**src/rtl/exdeword_if.sv**
```systemverilog
// rtl/exdeword_if.sv - exbus word-in / byte-out handshake bundle for exdeword
interface exdeword_if;
  logic        i_stb;
  logic [34:0] i_word;
  logic        i_last;
  logic        o_busy;
  logic        o_stb;
  logic [7:0]  o_byte;
  logic        o_last;
  logic        i_busy;

  modport slave (
    input  i_stb, i_word, i_last, i_busy,
    output o_busy, o_stb, o_byte, o_last
  );

  modport master (
    output i_stb, i_word, i_last, i_busy,
    input  o_busy, o_stb, o_byte, o_last
  );
endinterface

```
**src/rtl/exdeword.sv**
```systemverilog
// rtl/exdeword.sv - 35-bit exbus word to 7-bits-per-byte serializer
// EXDEWORD_SKIP_IDLE_EN: drop repeated non-last idle words that match the last idle sent.
module exdeword #(
  parameter logic OPT_LOWPOWER = 1'b0
) (
  input  logic       i_clk,
  input  logic       i_reset,
  exdeword_if.slave  bus
);

  logic [34:0] word_q, word_d;
  logic [2:0]  idx_q, idx_d;
  logic        last_q, last_d;
  logic        stb_q, stb_d;
  logic [7:0]  byte_q, byte_d;
  logic        olast_q, olast_d;

  logic        cur_special;
  logic        in_special;
  logic        final_byte;
  logic        accept;
  logic        advance;
  logic        skip;

  function automatic logic [6:0] chunk(input logic [34:0] w, input logic [2:0] i);
    case (i)
      3'd1:    chunk = w[27:21];
      3'd2:    chunk = w[20:14];
      3'd3:    chunk = w[13:7];
      3'd4:    chunk = w[6:0];
      default: chunk = w[34:28];
    endcase
  endfunction

  assign cur_special = (word_q[34:33] == 2'b11);
  assign in_special  = (bus.i_word[34:33] == 2'b11);
  assign final_byte  = cur_special || (idx_q == 3'd4);

  // Busy drops on the final byte so the next word loads without a bubble.
  assign bus.o_busy = stb_q && (!final_byte || bus.i_busy);
  assign accept     = bus.i_stb && !bus.o_busy;
  assign advance    = stb_q && !bus.i_busy;

`ifdef EXDEWORD_SKIP_IDLE_EN
  logic [6:0] lspec_q, lspec_d;

  assign skip = in_special && !bus.i_last && (bus.i_word[34:28] == lspec_q);

  always_comb begin
    lspec_d = lspec_q;
    if (accept && !skip) begin
      lspec_d = in_special ? bus.i_word[34:28] : 7'h00;
    end
  end

  always_ff @(posedge i_clk) begin
    if (i_reset) begin
      lspec_q <= 7'h00;
    end else begin
      lspec_q <= lspec_d;
    end
  end
`else
  assign skip = 1'b0;
`endif

  // A skipped word falls through to the advance branch, which retires the final byte.
  always_comb begin
    word_d  = word_q;
    idx_d   = idx_q;
    last_d  = last_q;
    stb_d   = stb_q;
    byte_d  = byte_q;
    olast_d = olast_q;
    if (accept && !skip) begin
      word_d  = bus.i_word;
      idx_d   = 3'd0;
      last_d  = bus.i_last;
      stb_d   = 1'b1;
      byte_d  = {1'b1, bus.i_word[34:28]};
      olast_d = bus.i_last && in_special;
    end else if (advance) begin
      if (final_byte) begin
        stb_d   = 1'b0;
        olast_d = 1'b0;
        idx_d   = 3'd0;
      end else begin
        idx_d   = idx_q + 3'd1;
        byte_d  = {1'b0, chunk(word_q, idx_q + 3'd1)};
        olast_d = last_q && (idx_q == 3'd3);
      end
    end
  end

  always_ff @(posedge i_clk) begin
    if (i_reset) begin
      word_q  <= '0;
      idx_q   <= 3'd0;
      last_q  <= 1'b0;
      stb_q   <= 1'b0;
      byte_q  <= 8'h00;
      olast_q <= 1'b0;
    end else begin
      word_q  <= word_d;
      idx_q   <= idx_d;
      last_q  <= last_d;
      stb_q   <= stb_d;
      byte_q  <= byte_d;
      olast_q <= olast_d;
    end
  end

  assign bus.o_stb  = stb_q;
  assign bus.o_byte = (OPT_LOWPOWER && !stb_q) ? 8'h00 : byte_q;
  assign bus.o_last = olast_q;

endmodule

```
**src/flat_wrapper.sv**
```systemverilog
// flat-port wrapper written by rule: the top's interface ports become plain ports
module exdeword_flat 
#(
  parameter logic OPT_LOWPOWER = 1'b0
)
  (i_clk, i_reset, bus_i_stb, bus_i_word, bus_i_last, bus_i_busy, bus_o_busy, bus_o_stb, bus_o_byte, bus_o_last);
  exdeword_if bus_i ();
  input  logic i_clk;
  input  logic i_reset;
  input wire logic [$bits(bus_i.i_stb)-1:0] bus_i_stb;
  input wire logic [$bits(bus_i.i_word)-1:0] bus_i_word;
  input wire logic [$bits(bus_i.i_last)-1:0] bus_i_last;
  input wire logic [$bits(bus_i.i_busy)-1:0] bus_i_busy;
  output wire logic [$bits(bus_i.o_busy)-1:0] bus_o_busy;
  output wire logic [$bits(bus_i.o_stb)-1:0] bus_o_stb;
  output wire logic [$bits(bus_i.o_byte)-1:0] bus_o_byte;
  output wire logic [$bits(bus_i.o_last)-1:0] bus_o_last;
  assign bus_i.i_stb = bus_i_stb;
  assign bus_i.i_word = bus_i_word;
  assign bus_i.i_last = bus_i_last;
  assign bus_i.i_busy = bus_i_busy;
  assign bus_o_busy = bus_i.o_busy;
  assign bus_o_stb = bus_i.o_stb;
  assign bus_o_byte = bus_i.o_byte;
  assign bus_o_last = bus_i.o_last;
  exdeword #(.OPT_LOWPOWER(OPT_LOWPOWER)) u_core (.i_clk(i_clk), .i_reset(i_reset), .bus(bus_i));
endmodule
```
**config.mk**
```make
export PLATFORM = sky130hd
export DESIGN_NAME = exdeword_flat
export DESIGN_NICKNAME = d
export VERILOG_FILES = /design/src/rtl/exdeword_if.sv /design/src/rtl/exdeword.sv /design/src/flat_wrapper.sv
export SDC_FILE = /design/constraint.sdc
export NUM_CORES = 1
export LEC_CHECK = 0
export CAP_MARGIN = 20
export CORE_ASPECT_RATIO = 1.5
export CORE_MARGIN = 2
export CORE_UTILIZATION = 50
export DETAILED_ROUTE_END_ITERATION = 10
export PLACE_DENSITY = 0.84
export REMOVE_ABC_BUFFERS = 1
export SLEW_MARGIN = 30
export SYNTH_ARGS = -nofsm -noshare
export SYNTH_HDL_FRONTEND = slang
export SYNTH_SLANG_ARGS = --single-unit
```
**constraint.sdc**
```tcl
create_clock -name i_clk -period 4.9 [get_ports i_clk]
set_input_delay 1.225 -clock i_clk [delete_from_list [all_inputs] [get_ports i_clk]]
set_output_delay 1.225 -clock i_clk [all_outputs]
set_load 0.01 [all_outputs]
```
==> results_dict.tcl, run 1 <==
set metrics [dict create \
    p_per_area_nw_per_um2 289 \
    fp.dieArea_um2 4940 \
    clockBufferDepth 2 \
    power_mw 0.798 \
    synth_top_area_frac 0.448 \
    cts-htree-levels 2 \
    rsz0062_at_grt "false" \
    grt_pass1_wl_mm 8.54 \
    num_antenna_cells 0 \
    cts_sinks 49 \
    highest_layer "met4" \
    cp_common_cell "clkdlybuf4s50_1" \
    ys_seq_area_frac 0.448 \
    syn_inst 267 \
    hold_viol 0 \
    initial_utilization 0.520 \
    wl_met2_mm 2.61 \
    post_drt_wl_per_cell_um 14.4 \
    leakagePower_nw 1.05 \
    drive_above_1_share 0.0452 \
    syn_area_um2 2190 \
    grt_start_max_net_pins 39 \
    placed_area_um2 2680 \
    grtUsageTotal 0.221 \
    max_slew.worst_pin.slew_ns 0.881 \
    path_cells "clkdlybuf4s50_1 > o21a_1 > clkdlybuf4s50_1" \
    holdCritPathClass "flip-flop to flip-flop" \
    antenna_found_initial 0 \
    hold_buffers 0 \
    setup_ws_ns 1.16 \
    report.final.slew_viol_count 0 \
    cts_resized 0 \
    status "finished clean" \
    synth_warnings 0 \
    syn_area_per_cell_um2 8.20 \
    areaGrowthSynthToFinish_pct 26.1 \
    grt_pass1_vias 1940 \
    port_buffers 50 \
    core_area_um2 4210 \
    drv_cap 0 \
    die_h_um 85.1 \
    post-cts-setup-buffers 0 \
    num_io_pins 51 \
    cp-start-kind "primary input" \
    worstPathArrival_ns 2.52 \
    postLayoutCellArea_um2 2760 \
    timing.fmax_mhz 267 \
    post-synth-top-area-cell "dfxtp_1" \
    vdd_drop_max_mv 0.259 \
    worst_path_largest_cell_delay_ns 0.58 \
    overflow 0 \
    finalWirelength_mm 5.13 \
    synth_area_leaders "dfxtp_1 45%, nand2_1 14%, a21oi_1 11%" \
    wirelength_met1_mm 2.15 \
    clock_latency_ns 0.30 \
    vias 2040 \
    drc 0 \
    clk_pin_slew_worst_paths_ns 0.09 \
    finalCritPeriodShare 0.763 \
    die_w_um 58.0 \
    slowest_stage "clkdlybuf4s50_1" \
    fin_skew_ns 0.00910 \
    post-place-ws_ns 1.17 \
    synth_cell_types 33 \
    maxSlewHeadroom 0.413 \
    fp-row-count 29 \
    cts_made_buffers 5 \
    finalSetupViolCount 0 \
    nNetsFinal 355 \
    worstPathRequired_ns 3.67 \
    post_drt_via_cell_ratio 5.73 \
    route.met3.wl_um 238 \
    drtPass1Iterations 4 \
    synth-seq-cells 49 \
    criticalPathCategory "primary input to output port" \
    antenna_left 0 \
    tritoncts "built" \
    cts-root-buf "clkbuf_8" \
    end_kind "output port" \
    min_period_ns 3.74 \
    routabilityCongestion 0.821 \
    hpwl_mm 3.63 \
    crit_fanout 6 \
    fin_tns_setup_ns 0 \
    drt_iter0_drc 107 \
]
flip-flops by register name, summed over array words and instances, names as in the netlist:
register	flops
u_core.bus.o_byte	8
u_core.bus.o_last	1
u_core.bus.o_stb	1
u_core.idx_q	3
u_core.last_q	1
u_core.word_q	35
cell type report:
class / count / area (um^2)
fillers: 364 / 1450
multi-input cells: 195 / 1100
flip-flops and latches: 49 / 981
repair buffers: 53 / 523
clock buffers: 7 / 76.3
well taps: 46 / 57.6
inverters: 5 / 18.8
clock inverters: 1 / 7.51
synth_stat cells, drive strengths merged:
master / number
o2bb2ai: 5
nor3: 5
a22oi: 1
nor2: 3
or2: 1
clkbuf: 8
a211oi: 5
o41ai: 1
nand3: 1
mux2i: 1
o21ai: 5
nand2b: 3
and3: 1
a222oi: 7
a22o: 6
a21oi: 48
a221oi: 2
a211o: 5
buf: 10
o21a: 1
nand4: 1
nand2: 82
inv: 5
ha: 6
a21o: 1
dfxtp: 49
nor2b: 4
power breakdown:
group          internal, mW  switching, mW  leakage, nW  total [mW]
Clock                 0.101          0.126       0.0385       0.228
Combinational        0.0697         0.0639        0.610       0.134
Sequential            0.422         0.0148        0.402       0.437
Total                 0.593          0.205         1.05       0.798
per-layer routing:
layer,vias to the layer above,GRT usage
met5,-,0
met4,0,0.0888
met3,11,0.0473
met2,52,0.371
met1,962,0.271
li1,1015,-
cells by family after synthesis:
group / after synthesis / synth area share
AO/OA/AOI/OAI: 87 / 0.272
adder cells (fa/ha/maj): 6 / 0.0343
buffers and inverters: 23 / 0.0531
flip-flops: 49 / 0.448
multiplexers: 1 / 0.00457
AND/OR/NAND/NOR: 101 / 0.188
final timing paths:
kind / slack (ns) / end / start / cells past startpoint
max: 1.16 / bus_o_busy / bus_i_busy / 3
min: 0.45 / u_core.bus.o_byte[6]$_SDFFE_PP0P_ / u_core.bus.o_byte[6]$_SDFFE_PP0P_ / 2
max reg2reg: 2.27 / u_core.bus.o_byte[0]$_SDFFE_PP0P_ / u_core.idx_q[0]$_SDFFE_PP0P_ / 7
min reg2reg: 0.45 / u_core.bus.o_byte[6]$_SDFFE_PP0P_ / u_core.bus.o_byte[6]$_SDFFE_PP0P_ / 2
per-stage QoR:
step / hold WS [ns] / instances / util
2_1_floorplan: 0.426 / 249 / -
3_3_place_gp: 0.440 / 348 / 0.636
3_5_place_dp: 0.442 / 348 / 0.636
4_1_cts: 0.455 / 356 / 0.656
5_1_grt: 0.475 / 356 / 0.656
6_report: 0.454 / 356 / 0.656
worst max-delay path, delay by kind of cell:
family | cells | cell delay (ns)
AO/OA/AOI/OAI | 1 | 0.18
buffers and inverters | 2 | 1.12
cells in the final DEF, fill, tap and decap left out, types with 2 or more instances in the layout:
cell type / count
nand2_1: 82
clkdlybuf4s50_1: 50
dfxtp_1: 49
a21oi_1: 47
a222oi_1: 7
ha_1: 6
inv_1: 5
o2bb2ai_1: 5
a211o_1: 5
a22o_1: 5
a211oi_1: 5
nor3_1: 5
clkbuf_8: 5
nor2b_1: 4
nand2b_1: 3
o21ai_0: 3
nor2_1: 3
buf_4: 3
o21ai_1: 2
clkbuf_1: 2
Power figures use the tool's default switching activity.
==> inputs of run 2 (changes only) <==
- CORE_UTILIZATION: 50 -> 49
- PLACE_DENSITY: 0.84 -> 0.83
- clock period: 4.9 -> 3.7 ns (I/O delays scaled with it)
==> results_dict.tcl, run 2 (same netlist as run 1, synthesis figures left out) <==
set metrics [dict create \
    drv_cap 0 \
    rsz0062_at_grt "false" \
    cp.depth 6 \
    reg2reg_to "u_core.bus.o_byte[1]$_SDFFE_PP0P_" \
    worst_path_largest_cell_delay_ns 0.53 \
    cts_sinks 49 \
    worstPathRequired_ns 2.77 \
    r2r_start "u_core.idx_q[0]$_SDFFE_PP0P_" \
    die_h_um 85.9 \
    cts-root-buf "clkbuf_8" \
    end_kind "output port" \
    holdPathEnd "u_core.bus.o_byte[5]$_SDFFE_PP0P_" \
    grt_start_max_net_pins 34 \
    fp.dieArea_um2 5030 \
    combPwrFrac 0.168 \
    num_antenna_cells 0 \
    violations "design-rule violations" \
    leakagePower_nw 1.07 \
    clockBufferDepth 2 \
    placed_area_um2 2700 \
    power_mw 1.07 \
    hold_depth 2 \
    p_per_area_nw_per_um2 383 \
    antenna_left 0 \
    max_slew.worst_pin.slew_ns 0.788 \
    power_frac_clock 0.290 \
    final_util 0.650 \
    crit_fanout 10 \
    cts_made_buffers 5 \
    slowest_stage "clkdlybuf4s50_1" \
    hold_slack_ns 0.445 \
    drive_above_1_share 0.0545 \
    grtUsageTotal 0.215 \
    final_cell_mix "82 x nand2_1, 50 x clkdlybuf4s50_1, 49 x dfxtp_1" \
    grt_pass1_wl_mm 8.53 \
    switching_share 0.248 \
    holdCritPathClass "flip-flop to flip-flop" \
    grt_pass1_vias 2015 \
    worstPathArrival_ns 2.23 \
    finalSetupViolCount 0 \
    intPower_mw 0.801 \
    areaGrowthSynthToFinish_pct 27.2 \
    vdd_drop_max_mv 0.254 \
    p_sw_mw 0.265 \
    overflow 0 \
    clock_latency_ns 0.29 \
    antenna_found_initial 0 \
    drtPass1Iterations 7 \
    nNetsFinal 358 \
    postLayoutCellArea_um2 2790 \
    clk_pin_slew_worst_paths_ns 0.08 \
    cts_resized 0 \
    maxSlewHeadroom 0.473 \
    hold_viol 0 \
    path_cells "inv_1 > ha_1 > a22oi_1 > buf_4 > o21a_1 > clkdlybuf4s50_1" \
    die_w_um 58.6 \
    initial_utilization 0.511 \
    post-cts-setup-buffers 0 \
    port_buffers 50 \
    drc 1 \
    post_drt_wl_per_cell_um 14.0 \
    vias 2004 \
    min_from "u_core.bus.o_byte[5]$_SDFFE_PP0P_" \
    fin_tns_setup_ns 0 \
    largest_register_ffs 35 \
    cp_num_buf_inv 3 \
    hpwl_mm 3.52 \
    core_area_um2 4280 \
    report.final.slew_viol_count 0 \
    drt_iter0_drc 118 \
    num_io_pins 51 \
    crit_family "buffers and inverters" \
    criticalPathCategory "flip-flop to output port" \
    hold_buffers 0 \
    reg2reg_slack_ns 1.51 \
    tritoncts "built" \
    min_period_ns 3.16 \
    status "finished, violations left" \
    fp-row-count 29 \
    finalCritPeriodShare 0.854 \
    p_seq_frac 0.542 \
    fin_skew_ns 0.00396 \
    layout_commonest_cell "nand2_1" \
    cts-htree-levels 2 \
    finalWirelength_mm 5.01 \
    timing.fmax_mhz 317 \
    routabilityCongestion 0.809 \
    rr_worst_depth 7 \
    post_drt_via_cell_ratio 5.60 \
    cp-start-kind "flip-flop" \
    top_register "u_core.word_q" \
]
-- run 2: cell type report --
type | instances | area [um^2]
repair buffers | 56 | 546
well taps | 46 | 57.6
fillers | 376 | 1500
flip-flops and latches | 49 | 981
clock buffers | 7 | 86.3
inverters | 5 | 18.8
multi-input cells | 195 | 1100
-- run 2: worst max path at each step --
| stage | start | endpoint | slack [ns] |
|---|---|---|---|
| 6_report | u_core.idx_q[0]$_SDFFE_PP0P_ | bus_o_busy | 0.54 |
| 5_1_grt | u_core.idx_q[0]$_SDFFE_PP0P_ | bus_o_busy | 0.44 |
| 4_1_cts | u_core.idx_q[0]$_SDFFE_PP0P_ | bus_o_busy | 0.53 |
| 3_5_place_dp | bus_i_busy | bus_o_busy | 0.57 |
| 3_3_place_gp | bus_i_busy | bus_o_busy | 0.59 |
| 2_1_floorplan | bus_i_stb | u_core.bus.o_byte[5]$_SDFFE_PP0P_ | 0.87 |
-- run 2: through the flow --
step	std cells	setup slack, ns
2_1_floorplan	249	0.874
3_3_place_gp	351	0.587
3_5_place_dp	351	0.567
4_1_cts	358	0.534
5_1_grt	358	0.443
6_report	358	0.541
-- run 2: per-layer routing --
| layer | track usage | share of wire |
|---|---|---|
| met2 | 0.377 | 0.51 |
| met1 | 0.252 | 0.44 |
| met4 | 0.0826 | 0.0082 |
| met5 | 0 | 0 |
| met3 | 0.0437 | 0.042 |
-- run 2: power groups by stage --
stage                     sequential [mW]  combinational [mW]  clock [mW]
after floorplan                     0.589              0.0802           0
after global placement              0.589               0.176           0
after detailed placement            0.590               0.179           0
after CTS                           0.578               0.180       0.315
after global routing                0.582               0.197       0.336
final                               0.578               0.179       0.309
-- run 2: tightest hold or removal path, stage by stage (launching register included) --
cell and delay (ns):
dfxtp_1 0.31, nand2_1 0.05, o21ai_1 0.05
